<file path="src/rtl/tetris_pkg.sv">
// Shared Tetris definitions: playfield geometry and the line-clear FSM states.
package tetris_pkg;

    localparam int BOARD_W = 10;
    localparam int BOARD_H = 20;

    typedef enum logic [1:0] {
        IDLE,
        SCAN,
        SHIFT,
        DONE
    } clr_state_e;

endpackage

</file>
<file path="src/rtl/playfield_board_if.sv">
// Game-logic / display / line-clear signal bundle of the playfield board.
interface playfield_board_if;

    logic [3:0] board_rx;
    logic [4:0] board_ry;
    logic       board_rdata;
    logic       board_we;
    logic [3:0] board_wx;
    logic [4:0] board_wy;
    logic       board_wdata;
    logic [3:0] vga_x;
    logic [4:0] vga_y;
    logic       vga_rdata;
    logic       clear_req;
    logic       clear_busy;
    logic       clear_done;
    logic [4:0] lines_cleared;

    modport master (
        output board_rx, board_ry, board_we, board_wx, board_wy, board_wdata,
        output vga_x, vga_y, clear_req,
        input  board_rdata, vga_rdata, clear_busy, clear_done, lines_cleared
    );

    modport slave (
        input  board_rx, board_ry, board_we, board_wx, board_wy, board_wdata,
        input  vga_x, vga_y, clear_req,
        output board_rdata, vga_rdata, clear_busy, clear_done, lines_cleared
    );

endinterface

</file>
<file path="src/rtl/playfield_board_row_full_detect.sv">
// Flags a playfield row whose cells are all occupied.
module row_full_detect #(
    parameter int W = 10
) (
    input  logic [W-1:0] row_i,
    output logic         full_o
);

    assign full_o = &row_i;

endmodule

</file>
<file path="src/rtl/playfield_board.sv">
// Tetris playfield: row-register storage, two combinational read ports, one
// write port and a bottom-up line-clear engine that collapses full rows.
module playfield_board #(
    parameter int BOARD_W = tetris_pkg::BOARD_W,
    parameter int BOARD_H = tetris_pkg::BOARD_H
) (
    input logic              CLOCK_50,
    input logic              reset,
    playfield_board_if.slave pf
);

    import tetris_pkg::*;

    localparam logic [3:0] W_LIM = 4'(BOARD_W);
    localparam logic [4:0] H_LIM = 5'(BOARD_H);
    localparam logic [4:0] H_TOP = 5'(BOARD_H - 1);

    logic [BOARD_W-1:0] rows_q [BOARD_H];
    clr_state_e         state_q;
    logic [4:0]         scan_ptr_q;
    logic [4:0]         shift_ptr_q;
    logic [4:0]         count_q;
    logic [4:0]         lines_q;
    logic               busy_q;
    logic               done_q;
    logic               scan_full;
    logic               wr_en_d;

    row_full_detect #(.W(BOARD_W)) u_full (
        .row_i  (rows_q[scan_ptr_q]),
        .full_o (scan_full)
    );

    // Anything outside the grid reads as wall so collision checks need no bounds logic.
    always_comb begin
        pf.board_rdata = 1'b1;
        pf.vga_rdata   = 1'b1;
        if (pf.board_rx < W_LIM && pf.board_ry < H_LIM)
            pf.board_rdata = rows_q[pf.board_ry][pf.board_rx];
        if (pf.vga_x < W_LIM && pf.vga_y < H_LIM)
            pf.vga_rdata = rows_q[pf.vga_y][pf.vga_x];
    end

    always_comb begin
        wr_en_d = pf.board_we && !busy_q && (pf.board_wx < W_LIM) && (pf.board_wy < H_LIM);
    end

    always_ff @(posedge CLOCK_50 or posedge reset) begin
        if (reset) begin
            rows_q      <= '{default: '0};
            state_q     <= IDLE;
            scan_ptr_q  <= '0;
            shift_ptr_q <= '0;
            count_q     <= '0;
            lines_q     <= '0;
            busy_q      <= 1'b0;
            done_q      <= 1'b0;
        end else begin
            done_q <= 1'b0;
            // Writes only happen when idle, so they never collide with a shift.
            if (wr_en_d)
                rows_q[pf.board_wy][pf.board_wx] <= pf.board_wdata;
            case (state_q)
                IDLE: begin
                    if (pf.clear_req) begin
                        state_q    <= SCAN;
                        scan_ptr_q <= H_TOP;
                        count_q    <= '0;
                        busy_q     <= 1'b1;
                    end
                end
                SCAN: begin
                    if (scan_full) begin
                        state_q     <= SHIFT;
                        shift_ptr_q <= scan_ptr_q;
                    end else if (scan_ptr_q == '0) begin
                        state_q <= DONE;
                        busy_q  <= 1'b0;
                        done_q  <= 1'b1;
                        lines_q <= count_q;
                    end else begin
                        scan_ptr_q <= scan_ptr_q - 5'd1;
                    end
                end
                SHIFT: begin
                    if (shift_ptr_q != '0) begin
                        rows_q[shift_ptr_q] <= rows_q[shift_ptr_q - 5'd1];
                        shift_ptr_q         <= shift_ptr_q - 5'd1;
                    end else begin
                        rows_q[0] <= '0;
                        if (count_q != H_LIM)
                            count_q <= count_q + 5'd1;
                        state_q <= SCAN;
                    end
                end
                DONE: begin
                    state_q <= IDLE;
                end
                default: begin
                    state_q <= IDLE;
                    busy_q  <= 1'b0;
                end
            endcase
        end
    end

    assign pf.clear_busy    = busy_q;
    assign pf.clear_done    = done_q;
    assign pf.lines_cleared = lines_q;

endmodule

</file>
<file path="src/flat_wrapper.sv">
// flat-port wrapper written by rule: the top's interface ports become plain ports
module playfield_board_flat import tetris_pkg::*;
#(
    parameter int BOARD_W = tetris_pkg::BOARD_W,
    parameter int BOARD_H = tetris_pkg::BOARD_H
)
  (CLOCK_50, reset, pf_board_rx, pf_board_ry, pf_board_we, pf_board_wx, pf_board_wy, pf_board_wdata, pf_vga_x, pf_vga_y, pf_clear_req, pf_board_rdata, pf_vga_rdata, pf_clear_busy, pf_clear_done, pf_lines_cleared);
  playfield_board_if pf_i ();
  input logic CLOCK_50;
  input logic reset;
  input wire logic [$bits(pf_i.board_rx)-1:0] pf_board_rx;
  input wire logic [$bits(pf_i.board_ry)-1:0] pf_board_ry;
  input wire logic [$bits(pf_i.board_we)-1:0] pf_board_we;
  input wire logic [$bits(pf_i.board_wx)-1:0] pf_board_wx;
  input wire logic [$bits(pf_i.board_wy)-1:0] pf_board_wy;
  input wire logic [$bits(pf_i.board_wdata)-1:0] pf_board_wdata;
  input wire logic [$bits(pf_i.vga_x)-1:0] pf_vga_x;
  input wire logic [$bits(pf_i.vga_y)-1:0] pf_vga_y;
  input wire logic [$bits(pf_i.clear_req)-1:0] pf_clear_req;
  output wire logic [$bits(pf_i.board_rdata)-1:0] pf_board_rdata;
  output wire logic [$bits(pf_i.vga_rdata)-1:0] pf_vga_rdata;
  output wire logic [$bits(pf_i.clear_busy)-1:0] pf_clear_busy;
  output wire logic [$bits(pf_i.clear_done)-1:0] pf_clear_done;
  output wire logic [$bits(pf_i.lines_cleared)-1:0] pf_lines_cleared;
  assign pf_i.board_rx = pf_board_rx;
  assign pf_i.board_ry = pf_board_ry;
  assign pf_i.board_we = pf_board_we;
  assign pf_i.board_wx = pf_board_wx;
  assign pf_i.board_wy = pf_board_wy;
  assign pf_i.board_wdata = pf_board_wdata;
  assign pf_i.vga_x = pf_vga_x;
  assign pf_i.vga_y = pf_vga_y;
  assign pf_i.clear_req = pf_clear_req;
  assign pf_board_rdata = pf_i.board_rdata;
  assign pf_vga_rdata = pf_i.vga_rdata;
  assign pf_clear_busy = pf_i.clear_busy;
  assign pf_clear_done = pf_i.clear_done;
  assign pf_lines_cleared = pf_i.lines_cleared;
  playfield_board #(.BOARD_W(BOARD_W), .BOARD_H(BOARD_H)) u_core (.CLOCK_50(CLOCK_50), .reset(reset), .pf(pf_i));
endmodule
</file>
<file path="config.mk">
export PLATFORM = sky130hd
export DESIGN_NAME = playfield_board_flat
export DESIGN_NICKNAME = d
export VERILOG_FILES = /design/src/rtl/tetris_pkg.sv /design/src/rtl/playfield_board_if.sv /design/src/rtl/playfield_board_row_full_detect.sv /design/src/rtl/playfield_board.sv /design/src/flat_wrapper.sv
export SDC_FILE = /design/constraint.sdc
export NUM_CORES = 1
export LEC_CHECK = 0
export BUFFER_PORTS_ARGS = -buffer_cell sky130_fd_sc_hd__buf_2
export CORE_UTILIZATION = 50
export DETAILED_ROUTE_END_ITERATION = 10
export MAX_ROUTING_LAYER = met4
export PLACE_DENSITY = 0.67
export REMOVE_ABC_BUFFERS = 1
export SYNTH_ARGS = -nofsm -noshare
export SYNTH_HDL_FRONTEND = slang
export SYNTH_HIERARCHICAL = 1
export SYNTH_SLANG_ARGS = --single-unit
</file>
<file path="constraint.sdc">
create_clock -name CLOCK_50 -period 17.82 [get_ports CLOCK_50]
set_input_delay 0.891 -clock CLOCK_50 [delete_from_list [all_inputs] [get_ports CLOCK_50]]
set_output_delay 0.891 -clock CLOCK_50 [all_outputs]
set_load 0.05 [all_outputs]
</file>
==> flow_summary.json <==
{
  "final_common_cell": "mux2i_1",
  "path_clk_slew_ns": 0.06,
  "dieArea_um2": 37800,
  "grtUsageTotal_pct": 35.8,
  "postRouteAntennaNets": 0,
  "synth_seq_area_share_pct": 30.3,
  "start_kind": "input port",
  "syn_avg_cell_area_um2": 11.1,
  "syn_area_um2": 18500,
  "cts_tree": "built",
  "placed_area_um2": 18900,
  "synthAdderAreaFrac_pct": 0.609,
  "grt_pass1_vias": 14700,
  "synth_warnings": 6,
  "viasPerCell": 7.31,
  "grt_pass1_wl_mm": 97.9,
  "synth_edf_count": 0,
  "dp_hpwl_mm": 41.8,
  "cp_slowest_cell": "nor4_1",
  "ioPinCount": 41,
  "grt_max_degree": 136,
  "root_buffer": "clkbuf_16",
  "post_cts_resized": 0,
  "routed_wl_mm": 65.7,
  "synth_cells": 1672,
  "power.density_nw_per_um2": 87.6,
  "final_nets": 1654,
  "timing.hold.ws_ns": 0.401,
  "yosys.area_share.simple_pct": 11.2,
  "min_path_type": "input port to async pin",
  "reg2reg_from": "u_core/shift_ptr_q[0]$_DFFE_PP0P_",
  "synth-seq-cells": 224,
  "pre_cts_ws_ns": 13.04,
  "grt_overflow": 0,
  "setup_slack_ns": 12.28,
  "h-tree-depth": 1,
  "power_mw": 1.74,
  "port_buffers": 40,
  "peakVddDrop_v": 0.0000670,
  "vias": 15400,
  "place_congestion": 1.05,
  "path_max_fanout": 40,
  "fin_area_um2": 19900,
  "tns_ns": 0,
  "fmaxAchievable_ghz": 0.181,
  "finalSetupViolCount": 0,
  "start_util_pct": 50.7,
  "ys_types": 59,
  "die_w_um": 194,
  "numPlacedInstances": 2052,
  "instances_no_fill": 2100,
  "relSlewSlack_pct": 10.7,
  "r2r_cells": 7,
  "mostFrequentLayoutCells": "434 x mux2i_1, 221 x dfrtp_1, 205 x nor2_1, 196 x mux4_2, 156 x nand2_1",
  "cts_buffers": 27,
  "antenna_found_initial": 0,
  "final_layout_size_suffix_gt1_share_pct": 21.6,
  "finalMaxSlewViolations": 0,
  "cts.sinks": 224,
  "cp_data_required_time_ns": 16.93,
  "drc": 0,
  "critPathKind": "input port to output pin",
  "coreArea_um2": 36500,
  "status": "completed",
  "end_kind": "output pin",
  "final_util_pct": 54.4,
  "fin_worst_skew_ns": 0.0187,
  "hold_violations": 0,
  "synthFlopType": "dfrtp_1",
  "syn_to_final_growth_pct": 7.38,
  "diodes": 0,
  "crit_arrival_ns": 4.65,
  "ys_async_sr_fraction_pct": 100,
  "worstPathCellList": "buf_4 -> buf_4 -> mux4_2 -> a22oi_1 -> nor3_1 -> nor4_1 -> o21ai_0 -> nand2_1 -> nand3_1 -> buf_2",
  "synth_compound_area_share_pct": 5.51,
  "reg2reg_to": "u_core/rows_q[58]$_DFF_PP0_",
  "cpMostUsedCell": "buf_4",
  "synth_top_family_by_area": "multiplexers",
  "cts_max_path_buffers": 3,
  "rsz0062_at_grt": "no",
  "postCtsSetupRepairBufs": 0,
  "reg2reg_slack_ns": 13.52,
  "maxCapViolCount": 0,
  "initialDrtViolationCount": 2672,
  "leakage_nw": 7.79,
  "rows": 70,
  "synth_mux_area_share_pct": 48.2,
  "fin_crit_ns": 5.54,
  "clk_latency_ns": 0.56,
  "cpPeakStageDelay_ns": 1.08,
  "drt_first_pass_iters": 7,
  "wl_per_cell_um": 31.3,
  "hold_buffers": 0,
  "worst_pin_slew_ns": 1.33,
  "fillers": 3062,
  "synth-xor-area-share_pct": 0.284,
  "die_h_um": 194,
  "fin_crit_sh_pct": 31.1
}
## flip-flops by register name, summed over array words and instances, names as in the netlist
| register | count |
|---|---|
| u_core/count_q | 5 |
| u_core/pf.clear_busy | 1 |
| u_core/pf.clear_done | 1 |
| u_core/pf.lines_cleared | 5 |
| u_core/rows_q | 200 |
| u_core/scan_ptr_q | 5 |
| u_core/shift_ptr_q | 5 |
| u_core/state_q | 2 |
## cell usage after synthesis, types with 22 or more instances
| master | number | area (um^2) |
|---|---|---|
| nor2b_1 | 22 | 138 |
| mux4_2 | 196 | 4410 |
| mux2i_1 | 434 | 4340 |
| nand3_1 | 24 | 120 |
| o21ai_0 | 36 | 180 |
| nand2_1 | 156 | 586 |
| buf_1 | 26 | 97.6 |
| dfrtp_1 | 224 | 5610 |
| a21oi_1 | 36 | 180 |
| nor2_1 | 205 | 769 |
| buf_2 | 36 | 180 |
| clkbuf_1 | 85 | 319 |
## report_power, final
group	internal, mW	leakage (nW)	total (mW)	switching, mW
Combinational	0.208	5.00	0.558	0.350
Clock	0.365	0.468	0.605	0.240
Sequential	0.527	2.32	0.577	0.0497
## routing by layer
metal	vias to the layer above	track usage (%)	share of wire, %
met3	266	10.3	13
met2	1238	50.4	43
met4	0	17.0	5.5
li1	6167	-	-
met5	-	-	0
met1	7686	47.6	38
## critical path: cells and delay by family
kind	cells	cell delay, ns
AO/OA/AOI/OAI	2	0.45
multiplexers	1	0.58
buffers and inverters	3	1.23
AND/OR/NAND/NOR	4	1.45
## logic make-up (layout without fill, tap and decap cells)
group                      count (synthesis)  count (layout)
adders and majority gates                  9               9
and+or+nand+nor                          477             477
xor gates and xnor gates                   6               6
DFF                                      224             224
buffers and inverters                    168             128
AOI/OAI and AO/OA                        143             143
muxes                                    645             645
## worst max path at each step
| stage | from | to | slack (ns) | depth (start not counted) |
|---|---|---|---|---|
| 6_report | pf_board_ry[1] | pf_board_rdata | 12.28 | 10 |
| 5_1_grt | pf_board_ry[1] | pf_board_rdata | 12.26 | 10 |
| 4_1_cts | pf_board_ry[1] | pf_board_rdata | 13.01 | 10 |
| 3_5_place_dp | pf_board_ry[1] | pf_board_rdata | 13.04 | 10 |
| 3_3_place_gp | pf_board_ry[1] | pf_board_rdata | 12.99 | 10 |
| 2_1_floorplan | reset | u_core/count_q[0]$_DFFE_PP0P_ | 10.79 | 1 |
## area by class of cell
type                       count  area [um^2]  area share, %
timing repair buffer          66          407           2.05
tap                          468          586           2.95
multi-input combinational   1280        12300           61.7
clock buffer                  34          742           3.73
clock inverter                14          201           1.01
sequential                   224         5610           28.3
inverter                      14         60.1          0.302
No activity file was read; power rests on OpenSTA's default activity.
